--- src/rtl/seven_seg_pkg.sv ---
// -----------------------------------------------------------------------------
// seven_seg_pkg
//   Shared definitions for the 7-segment scan reader:
//     - seg_bit_e      : bit position of each segment on the 7-bit bus
//     - SEG_PATTERNS   : canonical active-high pattern for nibbles 0..F
//     - SEG_ALT_7/9    : alternate glyphs accepted for 7 and 9
//     - state_e        : frame-assembly FSM states
// -----------------------------------------------------------------------------
package seven_seg_pkg;

    typedef enum int unsigned {
        SEG_TOP = 0,
        SEG_UR  = 1,
        SEG_LR  = 2,
        SEG_BOT = 3,
        SEG_LL  = 4,
        SEG_UL  = 5,
        SEG_MID = 6
    } seg_bit_e;

    // Index i holds the glyph for nibble value i.
    localparam logic [6:0] SEG_PATTERNS [16] = '{
        7'h3F, 7'h06, 7'h5B, 7'h4F, 7'h66, 7'h6D, 7'h7D, 7'h07,
        7'h7F, 7'h6F, 7'h77, 7'h7C, 7'h39, 7'h5E, 7'h79, 7'h71
    };

    // 7 with the upper-left serif lit, 9 without the bottom bar.
    localparam logic [6:0] SEG_ALT_7 = SEG_PATTERNS[7] | (7'b1 << SEG_UL);
    localparam logic [6:0] SEG_ALT_9 = SEG_PATTERNS[9] & ~(7'b1 << SEG_BOT);

    typedef enum logic [1:0] {
        SYNC    = 2'd0,
        COLLECT = 2'd1,
        PUBLISH = 2'd2
    } state_e;

endpackage

--- src/rtl/seven_seg_pattern_decode.sv ---
// -----------------------------------------------------------------------------
// seven_seg_pattern_decode
//   Combinational reverse map of an active-high 7-segment glyph to a nibble.
//   Ports:
//     pattern_i    [6:0]  active-high segment pattern
//     nibble_o     [3:0]  decoded value (0 when the pattern is not recognised)
//     pattern_ok_o        1 when pattern_i is a canonical or alternate glyph
// -----------------------------------------------------------------------------
module seven_seg_pattern_decode
    import seven_seg_pkg::*;
(
    input  logic [6:0] pattern_i,
    output logic [3:0] nibble_o,
    output logic       pattern_ok_o
);

    // NOTE: every output gets a default before the search loop so that no
    // path through the block leaves it unassigned, which would infer a latch.
    always_comb begin
        nibble_o     = 4'h0;
        pattern_ok_o = 1'b0;
        for (int i = 0; i < 16; i++) begin
            if (pattern_i == SEG_PATTERNS[i]) begin
                nibble_o     = 4'(i);
                pattern_ok_o = 1'b1;
            end
        end
        if (pattern_i == SEG_ALT_7) begin
            nibble_o     = 4'h7;
            pattern_ok_o = 1'b1;
        end
        if (pattern_i == SEG_ALT_9) begin
            nibble_o     = 4'h9;
            pattern_ok_o = 1'b1;
        end
    end

endmodule

--- src/rtl/seven_seg_scan_reader.sv ---
// -----------------------------------------------------------------------------
// seven_seg_scan_reader
//   Reads a time-multiplexed 7-segment bus, filters each dwell for stability,
//   decodes each digit and publishes a complete multi-digit word.
//   Parameters:
//     DIGITS          number of multiplexed digits (1..8)
//     STABLE          cycles a (seg, dig_sel) pair must hold before commit (>=2)
//     SEG_ACTIVE_LOW  1 = segment lines are active-low
//   Ports:
//     clk      the only clock
//     rst      synchronous, active-high reset
//     seg      [6:0]          segment lines
//     dig_sel  [DIGITS-1:0]   one-hot digit select, all-zero = blanking
//     value    [4*DIGITS-1:0] last complete word, nibble i from digit i
//     valid    one-cycle pulse when value is updated
//     err      one-cycle pulse on an invalid committed pattern / multi-hot select
//     busy     high while a frame is being collected
// -----------------------------------------------------------------------------
module seven_seg_scan_reader
    import seven_seg_pkg::*;
#(
    parameter int DIGITS         = 4,
    parameter int STABLE         = 3,
    parameter bit SEG_ACTIVE_LOW = 1'b0
) (
    input  logic                  clk,
    input  logic                  rst,
    input  logic [6:0]            seg,
    input  logic [DIGITS-1:0]     dig_sel,
    output logic [4*DIGITS-1:0]   value,
    output logic                  valid,
    output logic                  err,
    output logic                  busy
);

    localparam int CNT_W = $clog2(STABLE + 1);
    localparam int IDX_W = (DIGITS > 1) ? $clog2(DIGITS) : 1;

    // ---------------- input stage and stability filter ----------------
    logic [6:0]        seg_in;
    logic [6:0]        seg_q, seg_prev_q;
    logic [DIGITS-1:0] sel_q, sel_prev_q;
    logic [CNT_W-1:0]  cnt_q, cnt_d;
    logic              pair_same;
    logic              commit;

    assign seg_in    = SEG_ACTIVE_LOW ? ~seg : seg;
    assign pair_same = (seg_q == seg_prev_q) && (sel_q == sel_prev_q);

    always_comb begin
        cnt_d = cnt_q;
        if (!pair_same) begin
            cnt_d = CNT_W'(1);
        end else if (cnt_q != CNT_W'(STABLE)) begin
            cnt_d = cnt_q + CNT_W'(1);
        end
    end

    // Fires only on the step into STABLE, so a long dwell commits once.
    assign commit = pair_same && (cnt_q == CNT_W'(STABLE - 1));

    // ---------------- commit classification ----------------
    logic [3:0]       nibble;
    logic             pattern_ok;
    logic [IDX_W-1:0] dig_idx;
    logic             sel_zero, sel_onehot;
    logic             good_commit, bad_commit;

    seven_seg_pattern_decode u_decode (
        .pattern_i    (seg_q),
        .nibble_o     (nibble),
        .pattern_ok_o (pattern_ok)
    );

    always_comb begin
        dig_idx = '0;
        for (int i = 0; i < DIGITS; i++) begin
            if (sel_q[i]) begin
                dig_idx = IDX_W'(i);
            end
        end
    end

    assign sel_zero    = (sel_q == '0);
    assign sel_onehot  = $onehot(sel_q);
    assign good_commit = commit && sel_onehot && pattern_ok;
    // Blanking (all-zero select) is never an error, whatever the segments show.
    assign bad_commit  = commit && !sel_zero && !(sel_onehot && pattern_ok);

    // ---------------- frame assembly FSM ----------------
    state_e              state_q, state_d;
    logic [DIGITS-1:0]   seen_q, seen_d;
    logic [4*DIGITS-1:0] shadow_q, shadow_d;
    logic [4*DIGITS-1:0] value_q, value_d;
    logic                valid_q, valid_d;
    logic                err_q, err_d;

    always_comb begin
        state_d  = state_q;
        seen_d   = seen_q;
        shadow_d = shadow_q;
        value_d  = value_q;
        valid_d  = 1'b0;
        err_d    = 1'b0;
        unique case (state_q)
            SYNC: begin
                if (bad_commit) begin
                    err_d = 1'b1;
                end else if (good_commit && dig_idx == '0) begin
                    shadow_d[3:0] = nibble;
                    seen_d        = DIGITS'(1);
                    state_d       = (&seen_d) ? PUBLISH : COLLECT;
                end
            end
            COLLECT: begin
                if (bad_commit) begin
                    err_d   = 1'b1;
                    seen_d  = '0;
                    state_d = SYNC;
                end else if (good_commit) begin
                    shadow_d[4*int'(dig_idx) +: 4] = nibble;
                    seen_d[dig_idx]                = 1'b1;
                    if (&seen_d) begin
                        state_d = PUBLISH;
                    end
                end
            end
            PUBLISH: begin
                value_d = shadow_q;
                valid_d = 1'b1;
                seen_d  = '0;
                state_d = SYNC;
            end
            default: begin
                seen_d  = '0;
                state_d = SYNC;
            end
        endcase
    end

    // NOTE: all state here is updated with non-blocking assignments so every
    // register samples pre-edge values regardless of statement order.
    always_ff @(posedge clk) begin
        if (rst) begin
            seg_q      <= '0;
            sel_q      <= '0;
            seg_prev_q <= '0;
            sel_prev_q <= '0;
            cnt_q      <= '0;
            state_q    <= SYNC;
            seen_q     <= '0;
            // NOTE: the shadow word is a handful of flops, not a RAM, so it is
            // cleared too; a reset mid-frame must leave no stale digits behind.
            shadow_q   <= '0;
            value_q    <= '0;
            valid_q    <= 1'b0;
            err_q      <= 1'b0;
        end else begin
            seg_q      <= seg_in;
            sel_q      <= dig_sel;
            seg_prev_q <= seg_q;
            sel_prev_q <= sel_q;
            cnt_q      <= cnt_d;
            state_q    <= state_d;
            seen_q     <= seen_d;
            shadow_q   <= shadow_d;
            value_q    <= value_d;
            valid_q    <= valid_d;
            err_q      <= err_d;
        end
    end

    assign value = value_q;
    assign valid = valid_q;
    assign err   = err_q;
    assign busy  = (state_q == COLLECT);

endmodule

--- config.mk ---
export PLATFORM = sky130hd
export DESIGN_NAME = seven_seg_scan_reader
export DESIGN_NICKNAME = d
export VERILOG_FILES = /design/src/rtl/seven_seg_pkg.sv /design/src/rtl/seven_seg_pattern_decode.sv /design/src/rtl/seven_seg_scan_reader.sv
export SDC_FILE = /design/constraint.sdc
export NUM_CORES = 1
export LEC_CHECK = 0
export CAP_MARGIN = 10
export CORE_UTILIZATION = 30
export CTS_CLUSTER_SIZE = 14
export DETAILED_ROUTE_END_ITERATION = 12
export PLACE_DENSITY = 0.56
export SYNTH_ARGS = -nofsm -noshare
export SYNTH_HDL_FRONTEND = slang
export SYNTH_SLANG_ARGS = --single-unit
export TNS_END_PERCENT = 20
--- constraint.sdc ---
create_clock -name clk -period 2.5 [get_ports clk]
set_input_delay 0.5 -clock clk [delete_from_list [all_inputs] [get_ports clk]]
set_output_delay 0.5 -clock clk [all_outputs]
set_load 0.05 [all_outputs]
==> results of run 1 <==
[placed cells by master, fill, tap and decap left out, types with 3 or more instances in the layout]
cell type,synthesis,layout
buf_4,1,25
clkbuf_1,10,3
dfxtp_1,64,62
clkbuf_8,0,10
clkdlybuf4s50_1,0,29
inv_1,13,9
nand2b_1,15,15
o211ai_1,3,3
inv_2,0,4
nand4_1,4,4
ha_1,12,10
and2_1,4,4
a22o_1,3,3
a21oi_1,24,24
nand3_4,3,3
nor2_1,22,22
nor2b_1,19,19
nor3_1,6,6
nor4_1,6,4
nand2_1,56,56
xnor2_1,11,11
nand3_1,7,7
mux2i_1,16,16
[flip-flops by register name, indices dropped and copies added (netlist names)]
register	flops
seg_q	7
err	1
cnt_q	2
state_q	2
value	16
sel_prev_q	4
valid	1
sel_q	4
seen_q	4
seg_prev_q	7
shadow_q	16
[synthesized netlist by cell type (all sizes together) (2+ instances only)]
| cell type | n |
|---|---|
| o21ai | 2 |
| o22ai | 2 |
| a21oi | 24 |
| nor2b | 19 |
| nand2b | 15 |
| a22o | 3 |
| xnor2 | 11 |
| and4 | 2 |
| ha | 12 |
| nor2 | 22 |
| nor4b | 2 |
| nand3 | 10 |
| clkbuf | 11 |
| nor3b | 2 |
| o211ai | 3 |
| and2 | 4 |
| nor3 | 6 |
| xor2 | 2 |
| nand4 | 5 |
| nor4 | 6 |
| buf | 11 |
| inv | 13 |
| mux2i | 16 |
| dfxtp | 64 |
| nand2 | 56 |
[path summary, 6_finish.rpt]
kind / cells after the start / end / startpoint / slack, ps
worst max register to register: 11 / seen_q[1]$_SDFFE_PP0P_ / sel_q[0]$_SDFF_PP0_ / 30
worst min register to register: 2 / value[6]$_SDFFE_PP0P_ / value[6]$_SDFFE_PP0P_ / 450
worst min-delay path: 2 / value[6]$_SDFFE_PP0P_ / value[6]$_SDFFE_PP0P_ / 450
worst max-delay path: 11 / seen_q[1]$_SDFFE_PP0P_ / sel_q[0]$_SDFF_PP0_ / 30
[stage by stage]
| stage | setup TNS (ps) | util [%] |
|---|---|---|
| 2_1_floorplan | 0 | - |
| 3_3_place_gp | 0 | 36.5 |
| 3_5_place_dp | -22.6 | 36.5 |
| 4_1_cts | 0 | 38.3 |
| 5_1_grt | -199 | 38.8 |
| 6_report | 0 | 38.8 |
[metal layers]
metal | track usage, % | routed length, um | up-vias
met1 | 16.2 | 3000 | 1088
li1 | - | - | 1253
met2 | 19.8 | 2750 | 33
met4 | 5.31 | 90 | 0
met3 | 4.41 | 234 | 12
met5 | 0 | 0 | -
[logic make-up (layout without fill, tap and decap cells)]
logic type,Yosys count,count (layout)
adders and majority gates,13,13
xor gates and xnor gates,13,13
muxes,16,16
buffers and inverters,35,86
AOI/OAI and AO/OA,47,47
DFF,64,64
and+or+nand+nor,155,155
[cell type report]
type	instances	area, sq um
clock inverters	3	17.5
fillers	1054	6010
inverters	13	48.8
clock buffers	13	149
well taps	133	166
multi-input cells	244	1630
repair buffers	57	514
flip-flops and latches	64	1280
[what timing repair did]
action,in CTS,in global routing
pin swaps,0,9
cloned,0,0
gates resized for setup,1,14
endpoints found under the setup margin,4,22
buffers inserted,0,1
[power breakdown]
group	total [W]	leakage, nW	internal (W)	switching, W
Clock	0.000767	0.0834	0.000384	0.000383
Sequential	0.00106	0.521	0.00104	0.0000245
Combinational	0.000191	0.819	0.0000988	0.0000923
[worst reg2reg max path, delay by kind of cell, from the launching register on]
family	cells	cell delay [ps]
AO/OA/AOI/OAI	2	330
buffers and inverters	4	370
AND/OR/NAND/NOR	2	430
adder cells (fa/ha/maj)	3	930
flip-flops	1	330
==> summary.md, run 1 <==
| Metric | Value |
|---|---|
| Synth area leaders | dfxtp_1 42%, nand2_1 6.9%, mux2i_1 5.3%, ha_1 4.9%, a21oi_1 3.9% |
| Vias per cell | 4.53 |
| Critical path arrival | 2710 ps |
| Core footprint | 9820 sq um |
| CTS buffer count | 9 |
| Post-Syn Area | 3050 sq um |
| Post-Synth Simple-Gate Area | 27.0% |
| CTS tree | built |
| Die area | 10600 sq um |
| Slew HR | 63.4% |
| # hold bufs at CTS | 0 |
| Grt ovf | 0 |
| Worst slack, placed | -21.9 ps |
| Vias in the first global route | 2218 |
| Crit Path Max Fanout | 3 |
| Crit path max-delay family | adder cells |
| Xor and xnor area share after synthesis | 3.74% |
| Largest net degree at the start of global routing | 25 |
| DRT Pass-1 Iters | 4 |
| Adder-Cell Fraction of Synth Area | 5.59% |
| Hold WS | 453 ps |
| Clock latency at the later pin of the worst-skew pair | 340 ps |
| WS Path Type | reg2reg |
| Number of port buffers | 31 |
| Status | finished clean |
| Post-synthesis sequential area ratio | 42.1% |
| Worst Max-Slew Pin Slew | 545 ps |
| Placed Cells incl. Taps | 510 |
| Root buffer cell | clkbuf_8 |
| Area leader, netlist | dfxtp_1 |
| Synthesized area per cell | 8.88 sq um |
| Starting density of the core | 31.0% |
| Max_cap viols | 0 |
| Tightest Hold Check Type | reg2reg |
| Num Clock Sinks | 64 |
| Pwr/cell area | 530 nW/um^2 |
| First-pass GRT wire length | 10.2 mm |
| Area after DPL | 3590 sq um |
| Synth Area in Compound Gates | 10.5% |
| VDD IR max | 0.288 mV |
| Tot Pwr | 0.00202 W |
| Critical path capture point type | register |
| Post-synthesis mux area share | 5.26% |
| Post-synth EDFFs | 0 |
| Worst Path Buf+Inv | 4 |
| Syn Inst Count | 343 |
| Hold Fails Final Rpt | 0 |
| Area Overhead vs Synth | 25.2% |
| GRT Overall Usage | 12.8% |
| Top cell type's share of synthesized area | 42.1% |
| Crit-path max cell delay | 550 ps |
| Worst path slowest cell | fa_1 |
| Final WL | 6.07 mm |
| I/O Pins | 32 |
| Largest family of logic cells by synthesized area | simple AND/OR/NAND/NOR gates |
| Final Max Slew Viols | 0 |
| Worst EP required | 2740 ps |
| RSZ-0062 raised after global routing | yes |
| Syn nets | 369 |
| Leak Pwr | 1.42 nW |
| Final period utilization | 98.8% |
| Rows | 36 |
| Final worst slack | 28.8 ps |
| Count of cell types in the netlist | 50 |
| Synth Flop Type | dfxtp_1 |
| HPWL after DPL | 4.44 mm |
| Max Root-Sink Buffers | 2 |
| Via Count | 2386 |
| Final Cell Area | 3810 sq um |
| Wire per inst | 11.5 um |
| Diode count | 0 |
| Die X | 103 um |
| Crit-path cells | inv_2 > fa_1 > inv_2 > ha_4 > ha_4 > nor3b_2 > buf_4 > and4_4 > buf_4 > a311oi_4 > a22o_1 |
| Crit path time final | 2470 ps |
| Clk_skew | 7.05 ps |
| Post-synth ARST share | 0% |
| Final setup violation count | 0 |
| Syn. warnings | 0 |
| CTS clk-pin slew, worst paths | 60 ps |
| Drt drc | 0 |
| Die Ht | 103 um |
| Layout Cells excl Fill | 527 |
| 1st-iter DRT viols | 49 |
| H-tree levels | 3 |
| Post-route ant nets | 0 |
| Max frequency | 405 MHz |
| Crit start category | register |
| Flops & latches, synth | 64 |
| Total Nets Final | 415 |
| Share of cells above drive strength 1 | 15.2% |
| Initial antenna violation count | 0 |
| GPL Wtd Cong | 0.809 |
Note: power is estimated with default switching activity, not from simulation.
==> run 2, diff against run 1 <==
--- a/config.mk
+++ b/config.mk
@@ -9,7 +9,8 @@
 export CORE_UTILIZATION = 30
 export CTS_CLUSTER_SIZE = 14
 export DETAILED_ROUTE_END_ITERATION = 12
-export PLACE_DENSITY = 0.56
+export PLACE_DENSITY = 0.55
+export SETUP_SLACK_MARGIN = 0.5
 export SYNTH_ARGS = -nofsm -noshare
 export SYNTH_HDL_FRONTEND = slang
 export SYNTH_SLANG_ARGS = --single-unit
==> constraint.sdc (replaced) <==
create_clock -name clk -period 2.78 [get_ports clk]
set_input_delay 0.556 -clock clk [delete_from_list [all_inputs] [get_ports clk]]
set_output_delay 0.556 -clock clk [all_outputs]
set_load 0.05 [all_outputs]
==> run 2 against run 1 <==
Compared with the run above: first-iteration DRC count up 55%; global-route usage fell by 0.17 points; setup slack better by 310 ps; clock power rose by 12%; power down 2.2%.
==> summary.md, run 2 (same netlist as run 1, synthesis figures left out) <==
| Metric | Value |
|---|---|
| Tot Pwr | 0.00198 W (-2.2%) |
| Worst Max-Slew Pin Slew | 682 ps (+137 ps) |
| Critical path arrival | 2670 ps (-40 ps) |
| Clk_skew | 9.40 ps (+2.35 ps) |
| CTS buffer count | 9 (unchanged) |
| GRT Overall Usage | 12.6% (-0.17 points) |
| Die X | 103 um (unchanged) |
| Critical path capture point type | register |
| Root buffer cell | clkbuf_8 |
| Setup TNS | 0 ps (unchanged) |
| RSZ-0062 raised after global routing | yes |
| Wire per inst | 11.9 um (+2.9%) |
| P_int | 0.00150 W (-1.2%) |
| Final Max Slew Viols | 0 (unchanged) |
| Vias in the first global route | 2275 (+2.6%) |
| Vias per cell | 4.64 (+2.5%) |
| Crit Path Max Fanout | 5 (+2) |
| # hold bufs at CTS | 0 (unchanged) |
| Crit start category | register |
| DRT Pass-1 Iters | 4 (unchanged) |
| Commonest non-fill, non-tap cell in the layout | dfxtp_1 |
| Area Overhead vs Synth | 23.2% |
| Layout fillers | 1039 (-1.4%) |
| HPWL after DPL | 4.16 mm (-6.4%) |
| Final period utilization | 87.9% (-11 points) |
| CTS tree | built |
| Drt drc | 0 (unchanged) |
| Grt ovf | 0 (unchanged) |
| Core footprint | 9820 sq um (unchanged) |
| Crit path time final | 2440 ps (-26.8 ps) |
| VDD IR max | 0.226 mV (-22%) |
| Num Clock Sinks | 64 (unchanged) |
| Final Cell Area | 3750 sq um (-1.6%) |
| Hold Fails Final Rpt | 0 (unchanged) |
| Switching Share | 24.0% (-0.75 points) |
| Comb pwr share | 8.0% (-1.5 points) |
| Die Ht | 103 um (unchanged) |
| First-pass GRT wire length | 10.3 mm (+0.74%) |
| Die area | 10600 sq um (unchanged) |
| Initial antenna violation count | 0 (unchanged) |
| WS Path Type | reg2reg |
| Via Count | 2390 (+0.17%) |
| Rows | 36 (unchanged) |
| Leak Pwr | 1.39 nW (-2.7%) |
| Max_cap viols | 0 (unchanged) |
| Clock latency at the later pin of the worst-skew pair | 340 ps (about the same) |
| 1st-iter DRT viols | 76 (+55%) |
| Max frequency | 409 MHz (+1.1%) |
| Final WL | 6.11 mm (+0.53%) |
| I/O Pins | 32 (unchanged) |
| Most frequent cells in the layout | 61 x dfxtp_1, 56 x nand2_1, 29 x clkdlybuf4s50_1 |
| H-tree levels | 3 (unchanged) |
| Diode count | 0 (unchanged) |
| Number of port buffers | 31 (unchanged) |
| Status | finished clean |
| Slew HR | 53.9% (-9.5 points) |
| Share of cells above drive strength 1 | 13.1% (-2.1 points) |
| Total Nets Final | 403 (-2.9%) |
| Flop-to-flop setup slack | 340 ps (+310 ps) |
| Worst EP required | 3010 ps (+270 ps) |
| Area after DPL | 3470 sq um (-3.2%) |
| GPL Wtd Cong | 0.835 (+3.3%) |
| Clk pwr share | 43.4% (+5.4 points) |
| Final setup violation count | 0 (unchanged) |
| Net Sw Power | 0.000474 W (-5.2%) |
| CTS clk-pin slew, worst paths | 70 ps (about the same) |
| Pwr/cell area | 527 nW/um^2 (-0.60%) |
| Reg power frac | 48.6% (-4.0 points) |
| Max Root-Sink Buffers | 2 (unchanged) |
| Largest net degree at the start of global routing | 34 (+36%) |
| Tightest Hold Check Type | reg2reg |
| Post-route ant nets | 0 (unchanged) |
| Starting density of the core | 31.0% (unchanged) |
[run 2: cell count changes in the layout (fill, tap and decap cells not counted), sizes merged]
| cell | previous run | this run |
|---|---|---|
| clkbuf | 13 | 12 |
| buf | 28 | 16 |
| bufinv | 0 | 1 |
[run 2: power by group through the flow]
stage	Clock (W)	Combinational (W)	Sequential [W]
CTS	0.000880	0.000158	0.000959
global route	0.000914	0.000177	0.000962
floorplan	0	0.000125	0.000963
detailed placement	0	0.000144	0.000981
finish	0.000858	0.000159	0.000960
global placement	0	0.000143	0.000981
[run 2: metrics by stage]
step / util (%) / std cells / setup WS, ps / hold WS, ps
3_5_place_dp: 35.4 / 493 / 281 / 447
5_1_grt: 38.2 / 515 / 232 / 468
3_3_place_gp: 35.4 / 493 / 313 / 446
4_1_cts: 38.2 / 515 / 405 / 457
6_report: 38.2 / 515 / 336 / 456
2_1_floorplan: - / 343 / 426 / 431
[run 2: cell type report]
cell class	instances	area (sq um)	area share [%]
multi-input cells	244	1620	43.3
inverters	13	48.8	1.30
clock buffers	12	165	4.40
flip-flops and latches	64	1280	34.2
clock inverters	4	51.3	1.37
well taps	133	166	4.43
repair buffers	45	412	11.0
[run 2: critical path, cell delays in order (launching register included)]
cell and delay, ps:
dfxtp_2 360, inv_2 60, fa_1 510, inv_1 50, ha_2 170, ha_4 210, nor3b_4 260, and4_4 310
buf_6 150, nand3_4 120, mux2i_1 140
[run 2: worst paths after layout]
kind                                       startpoint                        to  depth (start not counted)
worst min-delay path            value[0]$_SDFFE_PP0P_     value[0]$_SDFFE_PP0P_                          2
worst min register to register  value[0]$_SDFFE_PP0P_     value[0]$_SDFFE_PP0P_                          2
worst max-delay path              sel_q[3]$_SDFF_PP0_  shadow_q[6]$_SDFFE_PP0P_                         10
worst max register to register    sel_q[3]$_SDFF_PP0_  shadow_q[6]$_SDFFE_PP0P_                         10
[run 2: repair_timing]
| action | CTS | global route |
|---|---|---|
| resized for setup | 6 | 1 |
| setup endpoints to repair | 21 | 22 |
| gates cloned | 0 | 0 |
| endpoints found under the hold margin | 0 | 0 |
| setup buffers | 6 | 0 |
| pin swaps | 6 | 4 |
[run 2: metal layers]
layer	GRT usage [%]	wire, um	share of wire (%)
met2	19.5	2760	45
met1	16.2	2990	49
met3	3.86	282	4.6
met4	5.53	71	1.2
met5	0	0	0
==> run 3, diff against run 2 <==
--- a/config.mk
+++ b/config.mk
@@ -9,6 +9,7 @@
 export CORE_UTILIZATION = 30
 export CTS_CLUSTER_SIZE = 14
 export DETAILED_ROUTE_END_ITERATION = 12
+export HOLD_SLACK_MARGIN = 0.03
 export PLACE_DENSITY = 0.55
 export SETUP_SLACK_MARGIN = 0.5
 export SYNTH_ARGS = -nofsm -noshare
==> results of run 3 <==
Final layout, timing and power as in run 2 (identical DEF).
